<file path="src/rtl/ddr_pkg.sv">
// Shared types and constants for the HDR-DDR frame tracker.
package ddr_pkg;

    typedef enum logic [1:0] {
        ST_IDLE  = 2'd0,
        ST_COUNT = 2'd1,
        ST_DONE  = 2'd2,
        ST_ERR   = 2'd3
    } state_t;

    localparam logic MODE_SDR = 1'b0;
    localparam logic MODE_DDR = 1'b1;

    // 2 preamble + 16 data + 2 parity
    localparam int DEF_DDR_WORD_BITS = 20;
    // 8 data + T bit
    localparam int DEF_SDR_WORD_BITS = 9;

endpackage

</file>
<file path="src/rtl/ddr_frame_tracker_if.sv">
// Control and status bundle between the mode FSM (master) and the tracker (slave).
interface ddr_frame_tracker_if #(
    parameter int LEN_W = 16,
    parameter int CNT_W = 5
);
    logic             i_en;
    logic             i_mode;
    logic [LEN_W-1:0] i_data_len;
    logic             i_scl_pos_edge;
    logic             i_scl_neg_edge;
    logic             i_err_rst;
    logic [CNT_W-1:0] o_bit_count;
    logic [LEN_W-1:0] o_word_count;
    logic             o_word_done;
    logic             o_last_word;
    logic             o_xfer_done;
    logic             o_len_err;
    logic             o_busy;

    modport master (
        output i_en, i_mode, i_data_len, i_scl_pos_edge, i_scl_neg_edge, i_err_rst,
        input  o_bit_count, o_word_count, o_word_done, o_last_word, o_xfer_done,
               o_len_err, o_busy
    );

    modport slave (
        input  i_en, i_mode, i_data_len, i_scl_pos_edge, i_scl_neg_edge, i_err_rst,
        output o_bit_count, o_word_count, o_word_done, o_last_word, o_xfer_done,
               o_len_err, o_busy
    );
endinterface

</file>
<file path="src/rtl/ddr_word_len_calc.sv">
// Converts a byte length into a word count for the selected bus mode.
// DDR words carry two bytes, so the count is ceil(len/2), formed as
// (len>>1) + len[0] so the all-ones length cannot overflow LEN_W bits.
module ddr_word_len_calc
    import ddr_pkg::*;
#(
    parameter int LEN_W = 16
) (
    input  logic             mode,
    input  logic [LEN_W-1:0] data_len,
    output logic [LEN_W-1:0] words_total
);

    logic [LEN_W-1:0] half_up;

    // Word count selection by mode
    always_comb begin
        half_up     = {1'b0, data_len[LEN_W-1:1]} + LEN_W'(data_len[0]);
        words_total = (mode == MODE_DDR) ? half_up : data_len;
    end

endmodule

</file>
<file path="src/rtl/ddr_frame_tracker.sv">
// Bit/word position tracker for SDR and DDR transfers.
//
// state    | meaning
// ST_IDLE  | waiting for a fresh i_en with i_en seen low since the last run
// ST_COUNT | counting SCL edges; o_busy high
// ST_DONE  | one cycle: o_xfer_done and final o_word_done
// ST_ERR   | one cycle: o_len_err after a zero-length start
module ddr_frame_tracker
    import ddr_pkg::*;
#(
    parameter int DDR_WORD_BITS = DEF_DDR_WORD_BITS,
    parameter int SDR_WORD_BITS = DEF_SDR_WORD_BITS,
    parameter int LEN_W         = 16,
    parameter int CNT_W         = 5
) (
    input  logic               i_sys_clk,
    input  logic               i_sys_rst,
    ddr_frame_tracker_if.slave bus
);

    localparam logic [CNT_W-1:0] DDR_LAST_BIT = CNT_W'(DDR_WORD_BITS - 1);
    localparam logic [CNT_W-1:0] SDR_LAST_BIT = CNT_W'(SDR_WORD_BITS - 1);

    state_t           state;
    logic             mode_q;
    logic [LEN_W-1:0] total_q;
    logic [LEN_W-1:0] word_q;
    logic [CNT_W-1:0] bit_q;
    logic             busy_q;
    logic             word_done_q;
    logic             xfer_done_q;
    logic             len_err_q;
    // Set once i_en has been low; a held i_en cannot start a second run.
    logic             armed_q;

    logic [LEN_W-1:0] calc_total;
    logic [LEN_W-1:0] last_word_idx;
    logic [CNT_W-1:0] last_bit;
    logic             scl_edge;

    ddr_word_len_calc #(
        .LEN_W (LEN_W)
    ) u_len_calc (
        .mode        (bus.i_mode),
        .data_len    (bus.i_data_len),
        .words_total (calc_total)
    );

    // Mode-dependent counting edge and word geometry from latched values
    always_comb begin
        scl_edge      = (mode_q == MODE_DDR) ? (bus.i_scl_pos_edge | bus.i_scl_neg_edge)
                                             : bus.i_scl_pos_edge;
        last_bit      = (mode_q == MODE_DDR) ? DDR_LAST_BIT : SDR_LAST_BIT;
        last_word_idx = total_q - LEN_W'(1);
    end

    // Transfer FSM with counters and registered strobes
    always_ff @(posedge i_sys_clk or negedge i_sys_rst) begin
        if (!i_sys_rst) begin
            state       <= ST_IDLE;
            mode_q      <= MODE_SDR;
            total_q     <= '0;
            word_q      <= '0;
            bit_q       <= '0;
            busy_q      <= 1'b0;
            word_done_q <= 1'b0;
            xfer_done_q <= 1'b0;
            len_err_q   <= 1'b0;
            armed_q     <= 1'b1;
        end else begin
            word_done_q <= 1'b0;
            xfer_done_q <= 1'b0;
            len_err_q   <= 1'b0;
            if (!bus.i_en) begin
                armed_q <= 1'b1;
            end

            case (state)
                ST_IDLE: begin
                    if (armed_q && bus.i_en && (bus.i_data_len == '0)) begin
                        state     <= ST_ERR;
                        len_err_q <= 1'b1;
                        armed_q   <= 1'b0;
                    end else if (armed_q && bus.i_en && !bus.i_err_rst) begin
                        state   <= ST_COUNT;
                        busy_q  <= 1'b1;
                        mode_q  <= bus.i_mode;
                        total_q <= calc_total;
                        bit_q   <= '0;
                        word_q  <= '0;
                        armed_q <= 1'b0;
                    end
                end

                ST_COUNT: begin
                    // Abort wins over any edge in the same cycle.
                    if (!bus.i_en || bus.i_err_rst) begin
                        state  <= ST_IDLE;
                        busy_q <= 1'b0;
                        bit_q  <= '0;
                        word_q <= '0;
                    end else if (scl_edge) begin
                        if (bit_q < last_bit) begin
                            bit_q <= bit_q + CNT_W'(1);
                        end else begin
                            bit_q       <= '0;
                            word_done_q <= 1'b1;
                            if (word_q < last_word_idx) begin
                                word_q <= word_q + LEN_W'(1);
                            end else begin
                                state       <= ST_DONE;
                                busy_q      <= 1'b0;
                                xfer_done_q <= 1'b1;
                            end
                        end
                    end
                end

                ST_DONE: begin
                    state  <= ST_IDLE;
                    bit_q  <= '0;
                    word_q <= '0;
                end

                ST_ERR: begin
                    state <= ST_IDLE;
                end

                default: begin
                    state  <= ST_IDLE;
                    busy_q <= 1'b0;
                end
            endcase
        end
    end

    assign bus.o_bit_count  = bit_q;
    assign bus.o_word_count = word_q;
    assign bus.o_word_done  = word_done_q;
    assign bus.o_xfer_done  = xfer_done_q;
    assign bus.o_len_err    = len_err_q;
    assign bus.o_busy       = busy_q;
    assign bus.o_last_word  = busy_q && (word_q == last_word_idx);

endmodule

</file>
<file path="src/flat_wrapper.sv">
// flat-port wrapper written by rule: the top's interface ports become plain ports
module ddr_frame_tracker_flat import ddr_pkg::*;
#(
    parameter int DDR_WORD_BITS = DEF_DDR_WORD_BITS,
    parameter int SDR_WORD_BITS = DEF_SDR_WORD_BITS,
    parameter int LEN_W         = 16,
    parameter int CNT_W         = 5
)
  (i_sys_clk, i_sys_rst, bus_i_en, bus_i_mode, bus_i_data_len, bus_i_scl_pos_edge, bus_i_scl_neg_edge, bus_i_err_rst, bus_o_bit_count, bus_o_word_count, bus_o_word_done, bus_o_last_word, bus_o_xfer_done, bus_o_len_err, bus_o_busy);
  ddr_frame_tracker_if #(.LEN_W(LEN_W), .CNT_W(CNT_W)) bus_i ();
  input  logic i_sys_clk;
  input  logic i_sys_rst;
  input wire logic [$bits(bus_i.i_en)-1:0] bus_i_en;
  input wire logic [$bits(bus_i.i_mode)-1:0] bus_i_mode;
  input wire logic [$bits(bus_i.i_data_len)-1:0] bus_i_data_len;
  input wire logic [$bits(bus_i.i_scl_pos_edge)-1:0] bus_i_scl_pos_edge;
  input wire logic [$bits(bus_i.i_scl_neg_edge)-1:0] bus_i_scl_neg_edge;
  input wire logic [$bits(bus_i.i_err_rst)-1:0] bus_i_err_rst;
  output wire logic [$bits(bus_i.o_bit_count)-1:0] bus_o_bit_count;
  output wire logic [$bits(bus_i.o_word_count)-1:0] bus_o_word_count;
  output wire logic [$bits(bus_i.o_word_done)-1:0] bus_o_word_done;
  output wire logic [$bits(bus_i.o_last_word)-1:0] bus_o_last_word;
  output wire logic [$bits(bus_i.o_xfer_done)-1:0] bus_o_xfer_done;
  output wire logic [$bits(bus_i.o_len_err)-1:0] bus_o_len_err;
  output wire logic [$bits(bus_i.o_busy)-1:0] bus_o_busy;
  assign bus_i.i_en = bus_i_en;
  assign bus_i.i_mode = bus_i_mode;
  assign bus_i.i_data_len = bus_i_data_len;
  assign bus_i.i_scl_pos_edge = bus_i_scl_pos_edge;
  assign bus_i.i_scl_neg_edge = bus_i_scl_neg_edge;
  assign bus_i.i_err_rst = bus_i_err_rst;
  assign bus_o_bit_count = bus_i.o_bit_count;
  assign bus_o_word_count = bus_i.o_word_count;
  assign bus_o_word_done = bus_i.o_word_done;
  assign bus_o_last_word = bus_i.o_last_word;
  assign bus_o_xfer_done = bus_i.o_xfer_done;
  assign bus_o_len_err = bus_i.o_len_err;
  assign bus_o_busy = bus_i.o_busy;
  ddr_frame_tracker #(.DDR_WORD_BITS(DDR_WORD_BITS), .SDR_WORD_BITS(SDR_WORD_BITS), .LEN_W(LEN_W), .CNT_W(CNT_W)) u_core (.i_sys_clk(i_sys_clk), .i_sys_rst(i_sys_rst), .bus(bus_i));
endmodule
</file>
<file path="config.mk">
export PLATFORM = sky130hd
export DESIGN_NAME = ddr_frame_tracker_flat
export DESIGN_NICKNAME = d
export VERILOG_FILES = /design/src/rtl/ddr_pkg.sv /design/src/rtl/ddr_frame_tracker_if.sv /design/src/rtl/ddr_word_len_calc.sv /design/src/rtl/ddr_frame_tracker.sv /design/src/flat_wrapper.sv
export SDC_FILE = /design/constraint.sdc
export NUM_CORES = 1
export LEC_CHECK = 0
export ABC_CLOCK_PERIOD_IN_PS = 6400
export BUFFER_PORTS_ARGS = -buffer_cell sky130_fd_sc_hd__buf_2
export CAP_MARGIN = 20
export CORE_MARGIN = 10
export CORE_UTILIZATION = 30
export CTS_CLUSTER_DIAMETER = 100
export CTS_CLUSTER_SIZE = 20
export DETAILED_ROUTE_END_ITERATION = 8
export GPL_TIMING_DRIVEN = 0
export HOLD_SLACK_MARGIN = 0.05
export PLACE_DENSITY = 0.44
export SYNTH_ARGS = -nofsm -noshare
export SYNTH_HDL_FRONTEND = slang
export SYNTH_SLANG_ARGS = --single-unit
</file>
<file path="constraint.sdc">
create_clock -name i_sys_clk -period 6.4 [get_ports i_sys_clk]
set_input_delay 0.64 -clock i_sys_clk [delete_from_list [all_inputs] [get_ports i_sys_clk]]
set_output_delay 0.64 -clock i_sys_clk [all_outputs]
set_load 0.03 [all_outputs]
</file>
==> impl_metrics.csv, run 1 <==
group,metric,value,unit
synthesis,synth_top_area_frac,0.337,
grt,grt_use_met3,0.0191,
timing,rsz0062_at_grt,"no",
floorplanning,start_util,0.304,
synthesis,synth_area_leader_cell,"dfrtp_1",
grt,grt_overflow_total,0,
timing,finalCritPeriodShare,0.660,
routing,drc,0,
synthesis,postSynthCellCount,379,
routing,via_per_inst,4.95,
floorplanning,die_h,124,µm
job,drv_cap,0,
timing,slew_headroom,0.616,
routing,dr.pass1.iters,4,
timing,setup_tns,0,ns
grt,met2_usage,0.172,
timing,fmax,237,MHz
floorplanning,std_cell_rows,38,
synthesis,yosys-top-cells-count,"nand2_1 (56), dfrtp_1 (44), o21ai_0 (30)",
timing,fin_ws,2.18,ns
clock_network,cts-root-buf,"clkbuf_8",
cells_and_area,final_nets,483,
timing,hold_viol,0,
routing,drtIter0Drc,186,
clock_network,tritoncts,"built",
grt,grt_pass1_vias,2926,
clock_network,clockBufferDepth,2,
synthesis,syn_avg_cell_area,8.62,µm²
power,power.density,204,mW/mm²
grt,use_met1,0.150,
worst_setup_path,critPathMaxStageDelay,0.46,ns
worst_setup_path,slowest_stage,"or4_4",
floorplanning,die_w,124,µm
grt,grt_start_max_net_pins,46,
power,p_total,773,µW
synthesis,synth-edff-count,0,
synthesis,mappedNetlistArea,0.00327,mm²
floorplanning,coreArea,0.0107,mm²
run_status,outcome,"finished clean",
min_path,hold_class,"primary input to asynchronous set/reset pin",
cells_and_area,drive_gt1_frac,0.188,
routing,route.vias.total,2852,
synthesis,synth_cell_types,55,
worst_setup_path,worstPathMaxFanout,4,
clock_network,post-cts-setup-buffers,0,
worst_setup_path,worstSetupPathType,"flip-flop to output pin",
floorplanning,ios,49,
routing,wl_per_cell,14.8,µm
clock_network,cts_resized,0,
worst_setup_path,cp_cell_sequence,"or3_4 -> or4_4 -> nor4_4 -> nand2b_2 -> nor4_2 -> xnor2_1 -> ha_1 -> nand4_1 -> nor4_1 -> and3_1 -> buf_2",
timing,slew_violations,0,
clock_network,path_clk_slew,0.09,ns
power,p_leak,0.00172,µW
clock_network,cts_made_buffers,5,
worst_setup_path,path_delay_family,"simple AND/OR/NAND/NOR gates",
synthesis,ys_async_sr_fraction,1.00,
cells_and_area,final_area,0.00378,mm²
clock_network,hold_buffers,0,
worst_setup_path,crit_path_end_kind,"output pin",
timing,clock_skew,0.00500,ns
placed_design,dpl.hpwl,6.86,mm
synthesis,synth_ff_type,"dfrtp_1",
placed_design,placed_area,0.00368,mm²
worst_setup_path,worst-path-buf-inv,1,
synthesis,yosysMostFrequentCell,"nand2_1",
routing,finalWirelength,8.52,mm
cells_and_area,antenna_cells,0,
worst_setup_path,cp-start-kind,"flip-flop",
power,vdd_drop_max,86.7,µV
cells_and_area,synthToLayoutAreaGrowth,15.9,%
timing,tightestPinTransition,0.576,ns
clock_network,cts_max_level,2,
placed_design,io_buffers,48,
synthesis,netlist_top_cells_area,"dfrtp_1 (34%), ha_1 (9.6%), nand2_1 (6.4%)",
grt,grt_usage,0.110,
grt,antenna_found_initial,0,
timing,period_needed,4.22,ns
placed_design,gp_congestion,0.837,
clock_network,clk_latency,0.30,ns
worst_setup_path,arrival,3.58,ns
worst_setup_path,cp.required,5.76,ns
placed_design,pre_cts_slack,2.25,ns
synthesis,synth_fp_nets,427,
grt,grt_pass1_wl,14.6,mm
synthesis,ys_seq_area_frac,0.345,
synthesis,ys_ff_latch,45,
grt,grt_busiest_layer,"met2",
timing,setup_viol,0,
routing,drtAntennaViolNets,0,
floorplanning,design.die.area,0.0155,mm²
clock_network,cts.sinks,45,
synthesis,yosysWarningCount,0,
-- placed cells by master, fill, tap and decap left out, types with 2 or more instances in the layout --
cell and count:
a211oi_1 2, a21o_1 4, a21oi_1 23, a31oi_1 2, and2_1 3, and3_1 6
and4_1 4, buf_2 49, buf_4 2, clkbuf_1 9, clkbuf_8 5, clkinv_2 2
dfrtp_1 44, ha_1 25, inv_1 19, mux2_2 2, mux2i_1 10, nand2_1 56
nand2b_1 5, nand2b_2 2, nand3_1 11, nand3b_1 2, nand4_1 6, nor2_1 20
nor2b_1 5, nor3_1 8, nor3_2 2, nor4_1 8, o21ai_0 30, o22ai_1 2
o311ai_0 9, o31ai_1 11, or2_2 5, or3_1 3, or3_4 2, or4_4 2
xnor2_1 12, xor2_1 4
-- kinds of logic (layout without fill, tap and decap cells) --
family          after synthesis  count (layout)  share of synthesized area
buf+inv                      30              87                     0.0372
simple gates                157             157                      0.258
mux                          12              12                     0.0375
xor+xnor                     16              16                     0.0429
flops                        45              45                      0.345
fa+ha+maj                    25              25                     0.0958
compound gates               94              94                      0.183
-- metal layers --
metal,wire length (µm),vias to the layer above
met5,0,-
met1,4380,1293
met3,217,8
met4,136,0
li1,-,1501
met2,3790,50
-- state kept, by name (all words and copies together), names as in the netlist --
register,count
u_core.total_q,16
u_core.bus.o_len_err,1
u_core.bus.o_word_count,16
u_core.bus.o_busy,1
u_core.bus.o_bit_count,5
u_core.bus.o_word_done,1
u_core.armed_q,1
u_core.state,2
u_core.mode_q,1
u_core.bus.o_xfer_done,1
-- final timing paths --
path / depth (start not counted) / endpoint / slack [ns] / startpoint
min: 1 / u_core.bus.o_bit_count[2]$_DFFE_PN0P_ / 0.28 / i_sys_rst
min in group i_sys_clk: 2 / u_core.armed_q$_DFF_PN1_ / 0.53 / u_core.armed_q$_DFF_PN1_
max: 11 / bus_o_last_word / 2.18 / u_core.total_q[5]$_DFFE_PN0P_
min reg2reg: 2 / u_core.armed_q$_DFF_PN1_ / 0.53 / u_core.armed_q$_DFF_PN1_
max in group asynchronous: 2 / u_core.armed_q$_DFF_PN1_ / 5.55 / i_sys_rst
max reg2reg: 13 / u_core.bus.o_word_count[10]$_DFFE_PN0P_ / 2.31 / u_core.total_q[5]$_DFFE_PN0P_
-- final cells by class --
| class | count | area [µm²] |
|---|---|---|
| clock inverters | 2 | 10.0 |
| well taps | 140 | 175 |
| plain buffers | 11 | 50.0 |
| repair buffers | 49 | 260 |
| inverters | 19 | 71.3 |
| fillers | 1202 | 6960 |
| flip-flops and latches | 45 | 1130 |
| clock buffers | 6 | 72.6 |
| multi-input cells | 304 | 2020 |
-- per-stage QoR --
step,instances,hold slack (ns),util
global route,576,0.318,0.352
detailed placement,567,0.517,0.343
floorplan,379,0.344,-
finish,576,0.283,0.352
global placement,567,0.512,0.343
CTS,575,0.533,0.350
-- worst register-to-register path, stage by stage, from the launching register on --
cell      delay [ns]
dfrtp_1         0.42
or3_4           0.41
or4_4           0.46
nor4_4          0.25
nand2b_2        0.14
nor4_2          0.19
xnor2_1         0.16
ha_1            0.26
a21oi_1         0.14
o21ai_0         0.11
a21oi_1         0.21
nand3_1         0.33
or4_4           0.67
o31ai_1         0.26
-- power breakdown --
group	switching, µW	internal [µW]
clock	99.2	75.9
sequential	42.1	317
combinational	133	106
total	275	498
Power figures use the tool's default switching activity.
==> inputs of run 2 (changes only) <==
--- a/config.mk
+++ b/config.mk
@@ -5,7 +5,7 @@
 export SDC_FILE = /design/constraint.sdc
 export NUM_CORES = 1
 export LEC_CHECK = 0
-export ABC_CLOCK_PERIOD_IN_PS = 6400
+export ABC_CLOCK_PERIOD_IN_PS = 4100
 export BUFFER_PORTS_ARGS = -buffer_cell sky130_fd_sc_hd__buf_2
 export CAP_MARGIN = 20
 export CORE_MARGIN = 10
==> constraint.sdc (replaced) <==
create_clock -name i_sys_clk -period 4.1 [get_ports i_sys_clk]
set_input_delay 0.41 -clock i_sys_clk [delete_from_list [all_inputs] [get_ports i_sys_clk]]
set_output_delay 0.41 -clock i_sys_clk [all_outputs]
set_load 0.03 [all_outputs]
==> impl_metrics.csv, run 2 (synthesis results as in run 1) <==
group,metric,value,unit
run_status,outcome,"finished clean",
floorplanning,ios,49,
worst_setup_path,slowest_stage,"or4_4",
worst_setup_path,worstSetupPathType,"flip-flop to flip-flop",
cells_and_area,layout_commonest_cell,"nand2_1",
routing,wl_per_cell,14.9,µm
timing,fin_ws,0.254,ns
worst_setup_path,crit_path_end_kind,"flip-flop",
placed_design,gp_congestion,0.837,
cells_and_area,fin_util,0.355,
worst_setup_path,cp-start-kind,"flip-flop",
clock_network,tritoncts,"built",
routing,route.vias.total,2861,
placed_design,io_buffers,48,
timing,clock_skew,0.00507,ns
cells_and_area,final_nets,483,
power,p_total,1210,µW
job,drv_cap,0,
floorplanning,std_cell_rows,38,
floorplanning,design.die.area,0.0155,mm²
worst_setup_path,worstPathMaxFanout,9,
floorplanning,die_w,124,µm
worst_setup_path,worst_path_most_repeated_cell,"or4_4",
cells_and_area,layout_common_cells,"nand2_1 (56), buf_2 (49), dfrtp_1 (44), o21ai_0 (30), ha_1 (25)",
placed_design,pre_cts_slack,-0.0474,ns
timing,finalCritPeriodShare,0.938,
timing,slew_headroom,0.651,
grt,grt_usage,0.110,
grt,grt_pass1_vias,2928,
routing,drtAntennaViolNets,0,
clock_network,path_clk_slew,0.09,ns
routing,via_per_inst,4.97,
floorplanning,start_util,0.304,
grt,grt_start_max_net_pins,46,
worst_setup_path,rrSetupSlack,0.25,ns
floorplanning,die_h,124,µm
clock_network,post-cts-setup-buffers,0,
clock_network,cts_made_buffers,5,
placed_design,dpl.hpwl,6.86,mm
clock_network,clk_latency,0.30,ns
worst_setup_path,cp.required,4.31,ns
timing,hold_viol,0,
routing,finalWirelength,8.55,mm
floorplanning,coreArea,0.0107,mm²
timing,period_needed,3.85,ns
clock_network,cts_max_level,2,
timing,setup_viol,0,
grt,antenna_found_initial,0,
timing,tightestPinTransition,0.524,ns
timing,rsz0062_at_grt,"yes",
clock_network,cts.sinks,45,
worst_setup_path,cp_cell_sequence,"or3_4 -> or4_4 -> nor4_4 -> nand2b_2 -> nor4_2 -> xnor2_1 -> ha_1 -> a21oi_1 -> o21ai_0 -> a21oi_2 -> nand3_4 -> or4_4 -> o31ai_2",
clock_network,cts-root-buf,"clkbuf_8",
cells_and_area,drive_gt1_frac,0.200,
timing,fmax,260,MHz
min_path,hold_class,"primary input to asynchronous set/reset pin",
power,power.density,318,mW/mm²
routing,drc,0,
cells_and_area,antenna_cells,0,
routing,dr.pass1.iters,4,
worst_setup_path,critPathMaxStageDelay,0.61,ns
power,p_leak,0.00173,µW
grt,grt_pass1_wl,14.6,mm
clock_network,clockBufferDepth,2,
grt,grt_overflow_total,0,
cells_and_area,synthToLayoutAreaGrowth,16.7,%
power,vdd_drop_max,137,µV
worst_setup_path,arrival,4.06,ns
timing,hold_ws,0.0534,ns
routing,drtIter0Drc,173,
timing,slew_violations,0,
run 2: final timing paths:
check	endpoint	depth (start not counted)	startpoint
min	u_core.bus.o_bit_count[2]$_DFFE_PN0P_	1	i_sys_rst
max in group asynchronous	u_core.armed_q$_DFF_PN1_	2	i_sys_rst
max reg2reg	u_core.bus.o_word_count[10]$_DFFE_PN0P_	13	u_core.total_q[5]$_DFFE_PN0P_
max	u_core.bus.o_word_count[10]$_DFFE_PN0P_	13	u_core.total_q[5]$_DFFE_PN0P_
min in group i_sys_clk	u_core.total_q[15]$_DFFE_PN0P_	3	bus_i_data_len[15]
min reg2reg	u_core.armed_q$_DFF_PN1_	2	u_core.armed_q$_DFF_PN1_
run 2: layout make-up:
type / instances / area [µm²]
buffer: 11 / 51.3
clock buffer: 6 / 72.6
clock inverter: 2 / 10.0
fill: 1202 / 6930
inverter: 19 / 71.3
multi-input combinational: 304 / 2040
sequential: 45 / 1130
tap: 140 / 175
timing repair buffer: 49 / 260
run 2: timing repair:
action                                  in CTS  in global routing
hold buffers                                 0                  0
gates resized for setup                      1                  7
endpoints found under the setup margin      10                 13
hold endpoints to repair                     0                  0
pin swaps                                    0                  1
run 2: worst max-delay path: cells and delay by family, from the launching register on:
| family | cells | cell delay [ns] |
|---|---|---|
| AOI/OAI and AO/OA | 4 | 0.71 |
| xor gates and xnor gates | 1 | 0.16 |
| adders and majority gates | 1 | 0.26 |
| DFF | 1 | 0.42 |
| and+or+nand+nor | 7 | 2.22 |
run 2: through the flow:
stage / cells / area, µm² / TNS (ns)
6_report: 576 / 3810 / 0
5_1_grt: 576 / 3810 / -0.0578
4_1_cts: 575 / 3770 / 0
3_5_place_dp: 567 / 3680 / -0.0602
3_3_place_gp: 567 / 3680 / 0
2_1_floorplan: 379 / 3270 / 0
run 2: layer usage:
layer,share of wire,global-route usage,up-vias
met2,0.45,0.172,48
li1,-,-,1500
met1,0.51,0.150,1306
met3,0.027,0.0191,7
met4,0.012,0.0356,0
met5,0,0,-
run 2: power breakdown:
part	internal [µW]	leakage (µW)	total (µW)	switching (µW)
logic	165	0.00109	380	215
clock network	119	0.0000450	274	155
registers	494	0.000598	560	65.8
==> inputs of run 3 (changes only) <==
--- a/config.mk
+++ b/config.mk
@@ -16,6 +16,7 @@
 export GPL_TIMING_DRIVEN = 0
 export HOLD_SLACK_MARGIN = 0.05
 export PLACE_DENSITY = 0.44
+export RECOVER_POWER = 25
 export SYNTH_ARGS = -nofsm -noshare
 export SYNTH_HDL_FRONTEND = slang
 export SYNTH_SLANG_ARGS = --single-unit
==> impl_metrics.csv, run 3 (synthesis results as in run 1) <==
group,metric,value,unit
clock_network,cts_made_buffers,5,
grt,grt_start_max_net_pins,46,
power,power.density,319,mW/mm²
timing,slew_headroom,0.0605,
clock_network,clockBufferDepth,2,
power,p_leak,0.00172,µW
cells_and_area,synthToLayoutAreaGrowth,16.2,%
clock_network,cts-root-buf,"clkbuf_8",
routing,drtAntennaViolNets,0,
placed_design,gp_congestion,0.837,
grt,antenna_found_initial,0,
floorplanning,die_h,124,µm
cells_and_area,final_nets,483,
clock_network,cts_max_level,2,
worst_setup_path,cp.required,4.31,ns
timing,setup_viol,0,
power,vdd_drop_max,138,µV
clock_network,hold_buffers,0,
power,power.share.sequential,0.462,
routing,route.vias.total,2849,
timing,clock_skew,0.00551,ns
timing,period_needed,3.85,ns
job,drv_cap,0,
routing,via_per_inst,4.95,
power,power.switching,436,µW
floorplanning,std_cell_rows,38,
worst_setup_path,timing.rr.start,"u_core.total_q[5]$_DFFE_PN0P_",
clock_network,path_clk_slew,0.09,ns
worst_setup_path,worst_path_most_repeated_cell,"or4_4",
floorplanning,die_w,124,µm
worst_setup_path,slowest_stage,"or4_4",
timing,finalCritPeriodShare,0.938,
clock_network,clk_latency,0.30,ns
placed_design,pre_cts_slack,-0.0474,ns
worst_setup_path,crit_path_end_kind,"flip-flop",
cells_and_area,layout_commonest_cell,"nand2_1",
worst_setup_path,cp_cell_sequence,"or3_4 -> or4_4 -> nor4_4 -> nand2b_2 -> nor4_2 -> xnor2_1 -> ha_1 -> a21oi_1 -> o21ai_0 -> a21oi_2 -> nand3_4 -> or4_4 -> o31ai_2",
worst_setup_path,rrSetupSlack,0.25,ns
worst_setup_path,worstSetupPathType,"flip-flop to flip-flop",
placed_design,io_buffers,48,
worst_setup_path,cp-start-kind,"flip-flop",
routing,dr.pass1.iters,4,
routing,drtIter0Drc,178,
timing,tightestPinTransition,1.41,ns
worst_setup_path,worstPathMaxFanout,9,
worst_setup_path,critPathMaxStageDelay,0.61,ns
power,comb_power_share,0.312,
floorplanning,coreArea,0.0107,mm²
worst_setup_path,timing.rr.end,"u_core.bus.o_word_count[10]$_DFFE_PN0P_",
clock_network,tritoncts,"built",
grt,grt_pass1_wl,14.6,mm
routing,drc,0,
min_path,hold_class,"primary input to asynchronous set/reset pin",
floorplanning,start_util,0.304,
power,p_clk_frac,0.226,
power,p_total,1210,µW
power,p_int,776,µW
grt,grt_pass1_vias,2928,
timing,slew_violations,0,
cells_and_area,drive_gt1_frac,0.195,
grt,grt_overflow_total,0,
cells_and_area,layout_common_cells,"nand2_1 (56), buf_2 (48), dfrtp_1 (44), o21ai_0 (30), ha_1 (25)",
placed_design,dpl.hpwl,6.86,mm
power,switching_share,0.360,
placed_design,dpl.cell_count,567,
cells_and_area,antenna_cells,0,
timing,fmax,260,MHz
grt,grt_usage,0.110,
timing,hold_viol,0,
routing,finalWirelength,8.56,mm
run_status,outcome,"finished clean",
worst_setup_path,reg2reg_depth,13,
clock_network,post-cts-setup-buffers,0,
floorplanning,design.die.area,0.0155,mm²
routing,wl_per_cell,14.9,µm
floorplanning,ios,49,
timing,rsz0062_at_grt,"yes",
clock_network,cts.sinks,45,
worst_setup_path,arrival,4.06,ns
cells_and_area,fin_cells,576,
timing,fin_ws,0.253,ns
[run 3: changes by cell type in the layout (fill, tap and decap cells not counted), sizes merged]
cell	before	now
buf	52	50
clkbuf	14	16
[run 3: area by class of cell]
type	count	area [µm²]
fillers	1205	6950
well taps	140	175
plain buffers	11	51.3
clock inverters	2	10.0
repair buffers	49	243
clock buffers	6	72.6
inverters	19	71.3
multi-input cells	304	2040
flip-flops and latches	45	1130
[run 3: worst max-delay path by stage]
| stage | startpoint | endpoint | slack (ns) | depth (start not counted) |
|---|---|---|---|---|
| 2_1_floorplan | u_core.total_q[5]$_DFFE_PN0P_ | u_core.bus.o_word_count[10]$_DFFE_PN0P_ | 0.56 | 13 |
| 3_3_place_gp | u_core.total_q[5]$_DFFE_PN0P_ | u_core.bus.o_word_count[10]$_DFFE_PN0P_ | 0.03 | 13 |
| 3_5_place_dp | u_core.total_q[5]$_DFFE_PN0P_ | u_core.bus.o_word_count[10]$_DFFE_PN0P_ | -0.05 | 13 |
| 4_1_cts | u_core.total_q[5]$_DFFE_PN0P_ | bus_o_last_word | 0.009 | 11 |
| 5_1_grt | u_core.total_q[5]$_DFFE_PN0P_ | u_core.bus.o_word_count[10]$_DFFE_PN0P_ | -0.06 | 13 |
| 6_report | u_core.total_q[5]$_DFFE_PN0P_ | u_core.bus.o_word_count[10]$_DFFE_PN0P_ | 0.25 | 13 |
[run 3: per-stage QoR]
step	TNS, ns	hold slack (ns)	utilization	area [µm²]
2_1_floorplan	0	0.114	-	3270
3_3_place_gp	0	0.512	0.343	3680
3_5_place_dp	-0.0602	0.517	0.343	3680
4_1_cts	0	0.323	0.351	3770
5_1_grt	-0.0578	0.379	0.353	3790
6_report	0	0.264	0.353	3790
[run 3: repair_timing]
| item | in CTS | in global routing |
|---|---|---|
| resized for setup | 1 | 7 |
| setup endpoints to repair | 10 | 13 |
| pin swaps | 0 | 1 |
[run 3: metal layers]
layer / global-route usage / up-vias / wire [µm]
met5: 0 / - / 0
met4: 0.0356 / 0 / 153
met2: 0.172 / 53 / 3820
met1: 0.150 / 1287 / 4330
li1: - / 1499 / -
met3: 0.0191 / 10 / 261
[run 3: worst max-delay path: cells and delay by family (launching register included)]
family / cells / cell delay [ns]
flip-flops: 1 / 0.42
adder cells (fa/ha/maj): 1 / 0.26
XOR/XNOR: 1 / 0.16
AO/OA/AOI/OAI: 4 / 0.71
AND/OR/NAND/NOR: 7 / 2.22
[run 3: power groups by stage]
stage	combinational, µW	clock [µW]	sequential, µW
2_1_floorplan	270	0	562
3_3_place_gp	369	0	568
3_5_place_dp	376	0	570
4_1_cts	379	284	561
5_1_grt	438	301	570
6_report	378	274	560
